<file path="src/rtl/hud_digit_encoder_pkg.sv">
// Shared HUD constants, digit index enum, FSM state type and digit formatting helpers.
package hud_digit_encoder_pkg;

  localparam int VELOCITY_OUTPUT_WIDTH = 7;
  localparam int HUD_BCD_WIDTH         = 12;
  localparam logic [3:0] DIGIT_BLANK   = 4'hF;

  typedef enum logic [1:0] {
    ONE     = 2'd0,
    TEN     = 2'd1,
    HUNDRED = 2'd2
  } velocity_display_digit_e;

  typedef enum logic [1:0] {
    IDLE   = 2'd0,
    CONV1  = 2'd1,
    CONV2  = 2'd2,
    COMMIT = 2'd3
  } hud_fsm_state_e;

  // Only leading zeros are blanked; the ones digit always shows, so zero reads as "0".
  function automatic logic [HUD_BCD_WIDTH-1:0] hud_blank_speed(
    input logic [HUD_BCD_WIDTH-1:0] bcd,
    input logic                     blank_en
  );
    logic [HUD_BCD_WIDTH-1:0] r;
    r = bcd;
    if (blank_en && (bcd[4*int'(HUNDRED) +: 4] == 4'd0)) begin
      r[4*int'(HUNDRED) +: 4] = DIGIT_BLANK;
      if (bcd[4*int'(TEN) +: 4] == 4'd0) begin
        r[4*int'(TEN) +: 4] = DIGIT_BLANK;
      end
    end
    return r;
  endfunction

  function automatic logic [3:0] hud_sat_digit(input logic [3:0] v, input logic [3:0] sat);
    return (v > sat) ? sat : v;
  endfunction

endpackage

</file>
<file path="src/rtl/hud_digit_encoder_bcd_dabble_step.sv">
// One double-dabble iteration: add 3 to every BCD nibble >= 5, then shift in one binary bit.
module bcd_dabble_step
  import hud_digit_encoder_pkg::*;
(
  input  logic [HUD_BCD_WIDTH-1:0] bcd_i,
  input  logic                     bit_i,
  output logic [HUD_BCD_WIDTH-1:0] bcd_o
);

  logic [HUD_BCD_WIDTH-1:0] adj;

  always_comb begin
    adj = bcd_i;
    for (int n = 0; n < HUD_BCD_WIDTH / 4; n++) begin
      if (adj[4*n +: 4] >= 4'd5) begin
        adj[4*n +: 4] = adj[4*n +: 4] + 4'd3;
      end
    end
    bcd_o = {adj[HUD_BCD_WIDTH-2:0], bit_i};
  end

endmodule

</file>
<file path="src/rtl/hud_digit_encoder.sv">
// Snapshots HUD values on frame start, converts both speeds serially to BCD,
// then commits all digit codes in one edge with a single-cycle update pulse.
module hud_digit_encoder
  import hud_digit_encoder_pkg::*;
#(
  parameter int SPEED_WIDTH   = VELOCITY_OUTPUT_WIDTH,
  parameter int BLANK_LEADING = 1,
  parameter int DIGIT_SAT     = 9
) (
  input  logic                     i_clk,
  input  logic                     i_rst_n,
  input  logic                     i_frame_start,
  input  logic [SPEED_WIDTH-1:0]   i_car1_speed,
  input  logic [SPEED_WIDTH-1:0]   i_car2_speed,
  input  logic [3:0]               i_car1_lap,
  input  logic [3:0]               i_car2_lap,
  input  logic [3:0]               i_car1_level,
  input  logic [3:0]               i_car2_level,
  output logic [HUD_BCD_WIDTH-1:0] o_car1_spd_digits,
  output logic [HUD_BCD_WIDTH-1:0] o_car2_spd_digits,
  output logic [3:0]               o_car1_lap_digit,
  output logic [3:0]               o_car2_lap_digit,
  output logic [3:0]               o_car1_level_digit,
  output logic [3:0]               o_car2_level_digit,
  output logic                     o_busy,
  output logic                     o_update,
  output logic                     o_overrun
);

  localparam int CNT_W = $clog2(SPEED_WIDTH + 1);
  localparam logic [CNT_W-1:0] CNT_LAST = CNT_W'(SPEED_WIDTH - 1);
  localparam logic BLANK_EN = (BLANK_LEADING != 0);
  localparam logic [3:0] SAT = 4'(DIGIT_SAT);
  localparam logic [HUD_BCD_WIDTH-1:0] SPD_RST =
    BLANK_EN ? {DIGIT_BLANK, DIGIT_BLANK, 4'h0} : '0;

  hud_fsm_state_e           state_q;
  logic [SPEED_WIDTH-1:0]   shift_q;
  logic [SPEED_WIDTH-1:0]   spd2_q;
  logic [3:0]               lap1_q, lap2_q, lvl1_q, lvl2_q;
  logic [HUD_BCD_WIDTH-1:0] bcd_q;
  logic [HUD_BCD_WIDTH-1:0] bcd_d;
  logic [HUD_BCD_WIDTH-1:0] car1_bcd_q;
  logic [CNT_W-1:0]         cnt_q;

  logic [HUD_BCD_WIDTH-1:0] spd1_out_q, spd2_out_q;
  logic [3:0]               lap1_out_q, lap2_out_q, lvl1_out_q, lvl2_out_q;
  logic                     busy_q, update_q, overrun_q;

  // Single step instance serves both cars; the FSM reloads its operands between them.
  bcd_dabble_step u_step (
    .bcd_i (bcd_q),
    .bit_i (shift_q[SPEED_WIDTH-1]),
    .bcd_o (bcd_d)
  );

  always_ff @(posedge i_clk or negedge i_rst_n) begin
    if (!i_rst_n) begin
      state_q    <= IDLE;
      shift_q    <= '0;
      spd2_q     <= '0;
      lap1_q     <= '0;
      lap2_q     <= '0;
      lvl1_q     <= '0;
      lvl2_q     <= '0;
      bcd_q      <= '0;
      car1_bcd_q <= '0;
      cnt_q      <= '0;
      spd1_out_q <= SPD_RST;
      spd2_out_q <= SPD_RST;
      lap1_out_q <= '0;
      lap2_out_q <= '0;
      lvl1_out_q <= '0;
      lvl2_out_q <= '0;
      busy_q     <= 1'b0;
      update_q   <= 1'b0;
      overrun_q  <= 1'b0;
    end else begin
      update_q <= 1'b0;
      if (i_frame_start && (state_q != IDLE)) begin
        overrun_q <= 1'b1;
      end
      case (state_q)
        IDLE: begin
          if (i_frame_start) begin
            shift_q <= i_car1_speed;
            spd2_q  <= i_car2_speed;
            lap1_q  <= i_car1_lap;
            lap2_q  <= i_car2_lap;
            lvl1_q  <= i_car1_level;
            lvl2_q  <= i_car2_level;
            bcd_q   <= '0;
            cnt_q   <= '0;
            busy_q  <= 1'b1;
            state_q <= CONV1;
          end
        end
        CONV1: begin
          if (cnt_q == CNT_LAST) begin
            car1_bcd_q <= bcd_d;
            bcd_q      <= '0;
            shift_q    <= spd2_q;
            cnt_q      <= '0;
            state_q    <= CONV2;
          end else begin
            bcd_q   <= bcd_d;
            shift_q <= shift_q << 1;
            cnt_q   <= cnt_q + 1'b1;
          end
        end
        CONV2: begin
          bcd_q   <= bcd_d;
          shift_q <= shift_q << 1;
          if (cnt_q == CNT_LAST) begin
            state_q <= COMMIT;
          end else begin
            cnt_q <= cnt_q + 1'b1;
          end
        end
        COMMIT: begin
          spd1_out_q <= hud_blank_speed(car1_bcd_q, BLANK_EN);
          spd2_out_q <= hud_blank_speed(bcd_q, BLANK_EN);
          lap1_out_q <= hud_sat_digit(lap1_q, SAT);
          lap2_out_q <= hud_sat_digit(lap2_q, SAT);
          lvl1_out_q <= hud_sat_digit(lvl1_q, SAT);
          lvl2_out_q <= hud_sat_digit(lvl2_q, SAT);
          update_q   <= 1'b1;
          busy_q     <= 1'b0;
          state_q    <= IDLE;
        end
        default: state_q <= IDLE;
      endcase
    end
  end

  assign o_car1_spd_digits  = spd1_out_q;
  assign o_car2_spd_digits  = spd2_out_q;
  assign o_car1_lap_digit   = lap1_out_q;
  assign o_car2_lap_digit   = lap2_out_q;
  assign o_car1_level_digit = lvl1_out_q;
  assign o_car2_level_digit = lvl2_out_q;
  assign o_busy             = busy_q;
  assign o_update           = update_q;
  assign o_overrun          = overrun_q;

endmodule

</file>
<file path="config.mk">
export PLATFORM = sky130hd
export DESIGN_NAME = hud_digit_encoder
export DESIGN_NICKNAME = d
export VERILOG_FILES = /design/src/rtl/hud_digit_encoder_pkg.sv /design/src/rtl/hud_digit_encoder_bcd_dabble_step.sv /design/src/rtl/hud_digit_encoder.sv
export SDC_FILE = /design/constraint.sdc
export NUM_CORES = 1
export LEC_CHECK = 0
export ABC_AREA = 1
export BUFFER_PORTS_ARGS = -buffer_cell sky130_fd_sc_hd__buf_2
export CAP_MARGIN = 20
export CORE_MARGIN = 2
export CORE_UTILIZATION = 40
export CTS_BUF_LIST = sky130_fd_sc_hd__clkbuf_2
export DETAILED_ROUTE_END_ITERATION = 8
export SLEW_MARGIN = 20
export SYNTH_ARGS = -nofsm -noshare
export SYNTH_HDL_FRONTEND = slang
export SYNTH_SLANG_ARGS = --single-unit
</file>
<file path="constraint.sdc">
create_clock -name i_clk -period 1.8 [get_ports i_clk]
set_input_delay 0.18 -clock i_clk [delete_from_list [all_inputs] [get_ports i_clk]]
set_output_delay 0.18 -clock i_clk [all_outputs]
set_load 0.02 [all_outputs]
</file>
==> impl_metrics.csv <==
group,metric,value,unit
timing,maxSlewHeadroom,0.634,
logic_synthesis,ys_types,30,
drt,vias,3875,
floorplanning,start_util,0.408,
floorplanning,placementRows,39,
grt,grt_max_degree,51,
power,p_seq_frac,0.457,
grt,gr-total-overflow,0,
power,pwr-share-clk,0.137,
cells_and_area,area_delta_synth_final,21.9,%
timing,setup_viol,0,
logic_synthesis,synth_edf_count,0,
min_path,whs_path_depth,7,
logic_synthesis,synthFlopType,"dfrtp_1",
clock_tree,path_clk_slew,0.27,ns
cells_and_area,drive_gt1_frac,0.209,
logic_synthesis,yosys.area.top_type,"dfrtp_1",
logic_synthesis,synth_warnings,0,
logic_synthesis,syn-cell-area,4620,sq um
floorplanning,die_y,111,um
logic_synthesis,synth_area_leaders,"dfrtp_1 (47%), nand2_1 (17%), dfstp_2 (9.1%)",
timing,skew,0.0376,ns
power,p_leak,0.00293,uW
logic_synthesis,syn-num-nets,600,
floorplanning,io_pins,76,
clock_tree,cts_sinks,102,
drt,routed_wl,10200,um
placement,placed_cells,767,
drt,drt_iter0_drc,218,
timing,maxSlewViolCount,0,
power,ir_worst_vdd,0.590,mV
timing,timing_hold_violations_final,0,
placement,place_congestion,0.841,
critical_path,worstPathArrival,2.08,ns
grt,grt_pass1_wl,17500,um
clock_tree,clk_latency,0.54,ns
power,p_comb_frac,0.406,
floorplanning,core-area,11300,sq um
timing,tightest_slew,0.549,ns
power,power.internal,4150,uW
job,cap_violations,0,
logic_synthesis,synth_cells,555,
clock_tree,htree_num_levels,3,
logic_synthesis,avgSynthCellArea,8.32,sq um
floorplanning,dieWidth,111,um
critical_path,cp_max_fo,13,
cells_and_area,nNetsFinal,711,
clock_tree,cts_buffers,9,
critical_path,worstPathRequired,2.24,ns
timing,fin_crit_sh,0.909,
timing,layout_min_cycle_time,1.64,ns
floorplanning,dieArea,12400,sq um
cells_and_area,post-route-util,0.497,
drt,dr.pass1.iters,5,
placement,place_hpwl,7270,um
logic_synthesis,ys_top_cells_by_count,"nand2_1 (205), dfrtp_1 (86), nor2_1 (60), inv_1 (53), o21ai_0 (37)",
clock_tree,cts_tree,"yes",
critical_path,reg2reg_depth,8,
logic_synthesis,synth.most_common_cell,"nand2_1",
grt,grt_pass1_vias,3693,
clock_tree,clock_path_buffers,2,
placement,io_buffers,75,
logic_synthesis,synth_top_cell_area_share,0.466,
status,status,"complete, no violations",
logic_synthesis,ys_seq_area_frac,0.557,
min_path,hold_class,"primary input to flip-flop",
grt,antenna_found_initial,0,
drt,drc,0,
logic_synthesis,ys_seq_elements,102,
critical_path,path_class,"flip-flop to flip-flop",
clock_tree,root_buffer,"clkbuf_2",
cells_and_area,insertedDiodeCount,0,
cells_and_area,layoutNonFillerInstCount,814,
timing,max_freq,611,MHz
power,switching_power,2960,uW
critical_path,end_kind,"flip-flop",
power,p_per_area,1260,nW/um^2
critical_path,cp-start-kind,"flip-flop",
drt,antenna_left,0,
grt,grt_use_total,0.170,
drt,wl_per_cell,12.5,um
drt,viasPerCell,4.76,
logic_synthesis,synthArstFlopShare,1.00,
power,netSwitchingFraction,0.416,
stage by stage:
step | cell area, sq um | total power [uW] | TNS, ns | worst slack (ns) | hold slack (ns)
after CTS | 5600 | 7100 | 0 | 0.0980 | 0.0143
after detailed placement | 5210 | 6060 | 0 | 0.168 | 0.213
after global routing | 5630 | 7720 | -0.0361 | -0.0189 | 0.0324
after floorplan | 4620 | 5220 | 0 | 0.281 | -0.116
after global placement | 5210 | 5990 | 0 | 0.237 | 0.204
final | 5630 | 7110 | 0 | 0.164 | 0.0718
state kept, by name (all words and copies together) (netlist names):
name	cells
state_q	2
o_update	1
spd2_q	7
o_car2_level_digit	4
bcd_q	12
o_car1_spd_digits	12
car1_bcd_q	12
lap2_q	4
o_busy	1
shift_q	7
o_car2_lap_digit	4
lvl2_q	4
cnt_q	3
lvl1_q	4
lap1_q	4
o_car1_level_digit	4
o_overrun	1
o_car2_spd_digits	12
o_car1_lap_digit	4
final cells by class:
type	count	area, sq um
sequential	102	2570
clock buffer	10	50.0
inverter	56	213
clock inverter	6	47.5
timing repair buffer	118	823
fill	1106	5690
multi-input combinational	379	1740
tap	143	179
metal layers:
| metal | GRT usage | up-vias | wire [um] |
|---|---|---|---|
| li1 | - | 1951 | - |
| met1 | 0.230 | 1832 | 4800 |
| met2 | 0.283 | 83 | 4890 |
| met3 | 0.0332 | 9 | 375 |
| met4 | 0.0461 | 0 | 135 |
| met5 | 0 | - | 0 |
critical path, cell delays in order, from the launching register on:
cell and delay [ns]:
dfrtp_1 0.48, inv_1 0.09, ha_2 0.21, nand2_2 0.10, nand2_4 0.15, inv_2 0.13
or2_2 0.29, nand2_1 0.06, inv_1 0.03
final timing paths:
check                                  endpoint             from  slack [ns]
min                                  shift_q[1]  i_car1_speed[1]        0.07
min in group asynchronous   o_car2_lap_digit[0]          i_rst_n        0.11
min reg2reg                o_car1_spd_digits[1]    car1_bcd_q[1]        0.50
max                                  shift_q[6]       state_q[1]        0.16
max reg2reg                          shift_q[6]       state_q[1]        0.16
max in group asynchronous            shift_q[6]          i_rst_n        1.07
placed cells by master, fill, tap and decap left out, types with 2 or more instances in the layout:
| master | count |
|---|---|
| nand2_1 | 205 |
| dfrtp_1 | 86 |
| buf_2 | 74 |
| nor2_1 | 60 |
| inv_1 | 52 |
| o21ai_0 | 37 |
| dlygate4sd3_1 | 29 |
| nand3_1 | 25 |
| dfstp_2 | 16 |
| a31oi_1 | 14 |
| buf_4 | 11 |
| clkbuf_2 | 10 |
| ha_1 | 9 |
| buf_12 | 4 |
| inv_2 | 3 |
| a21oi_1 | 3 |
| or2_2 | 3 |
| nand4_1 | 3 |
| ha_2 | 3 |
| a22o_1 | 2 |
| nor2_2 | 2 |
| nor2_4 | 2 |
| nand3_2 | 2 |
| nand2_2 | 2 |
| clkinv_4 | 2 |
| clkinvlp_4 | 2 |
power by group through the flow:
stage | combinational (uW) | clock [uW] | sequential, uW
after detailed placement | 2760 | 0 | 3290
after floorplan | 1740 | 0 | 3480
final | 2890 | 974 | 3250
after global placement | 2710 | 0 | 3280
after global routing | 3290 | 1110 | 3330
after CTS | 2820 | 1030 | 3250
cell families (layout without fill, tap and decap cells):
| group | Yosys count | count (layout) | share of synthesized area |
|---|---|---|---|
| adders and majority gates | 12 | 12 | 0.0325 |
| AOI/OAI and AO/OA | 59 | 59 | 0.0713 |
| and+or+nand+nor | 308 | 308 | 0.272 |
| DFF | 102 | 102 | 0.557 |
| buffers and inverters | 74 | 190 | 0.0669 |
what timing repair did:
item	CTS	global route
endpoints found under the hold margin	123	0
setup buffers	0	2
hold buffers	29	0
endpoints found under the setup margin	0	16
gates resized for setup	0	3
No activity file was read; power rests on OpenSTA's default activity.
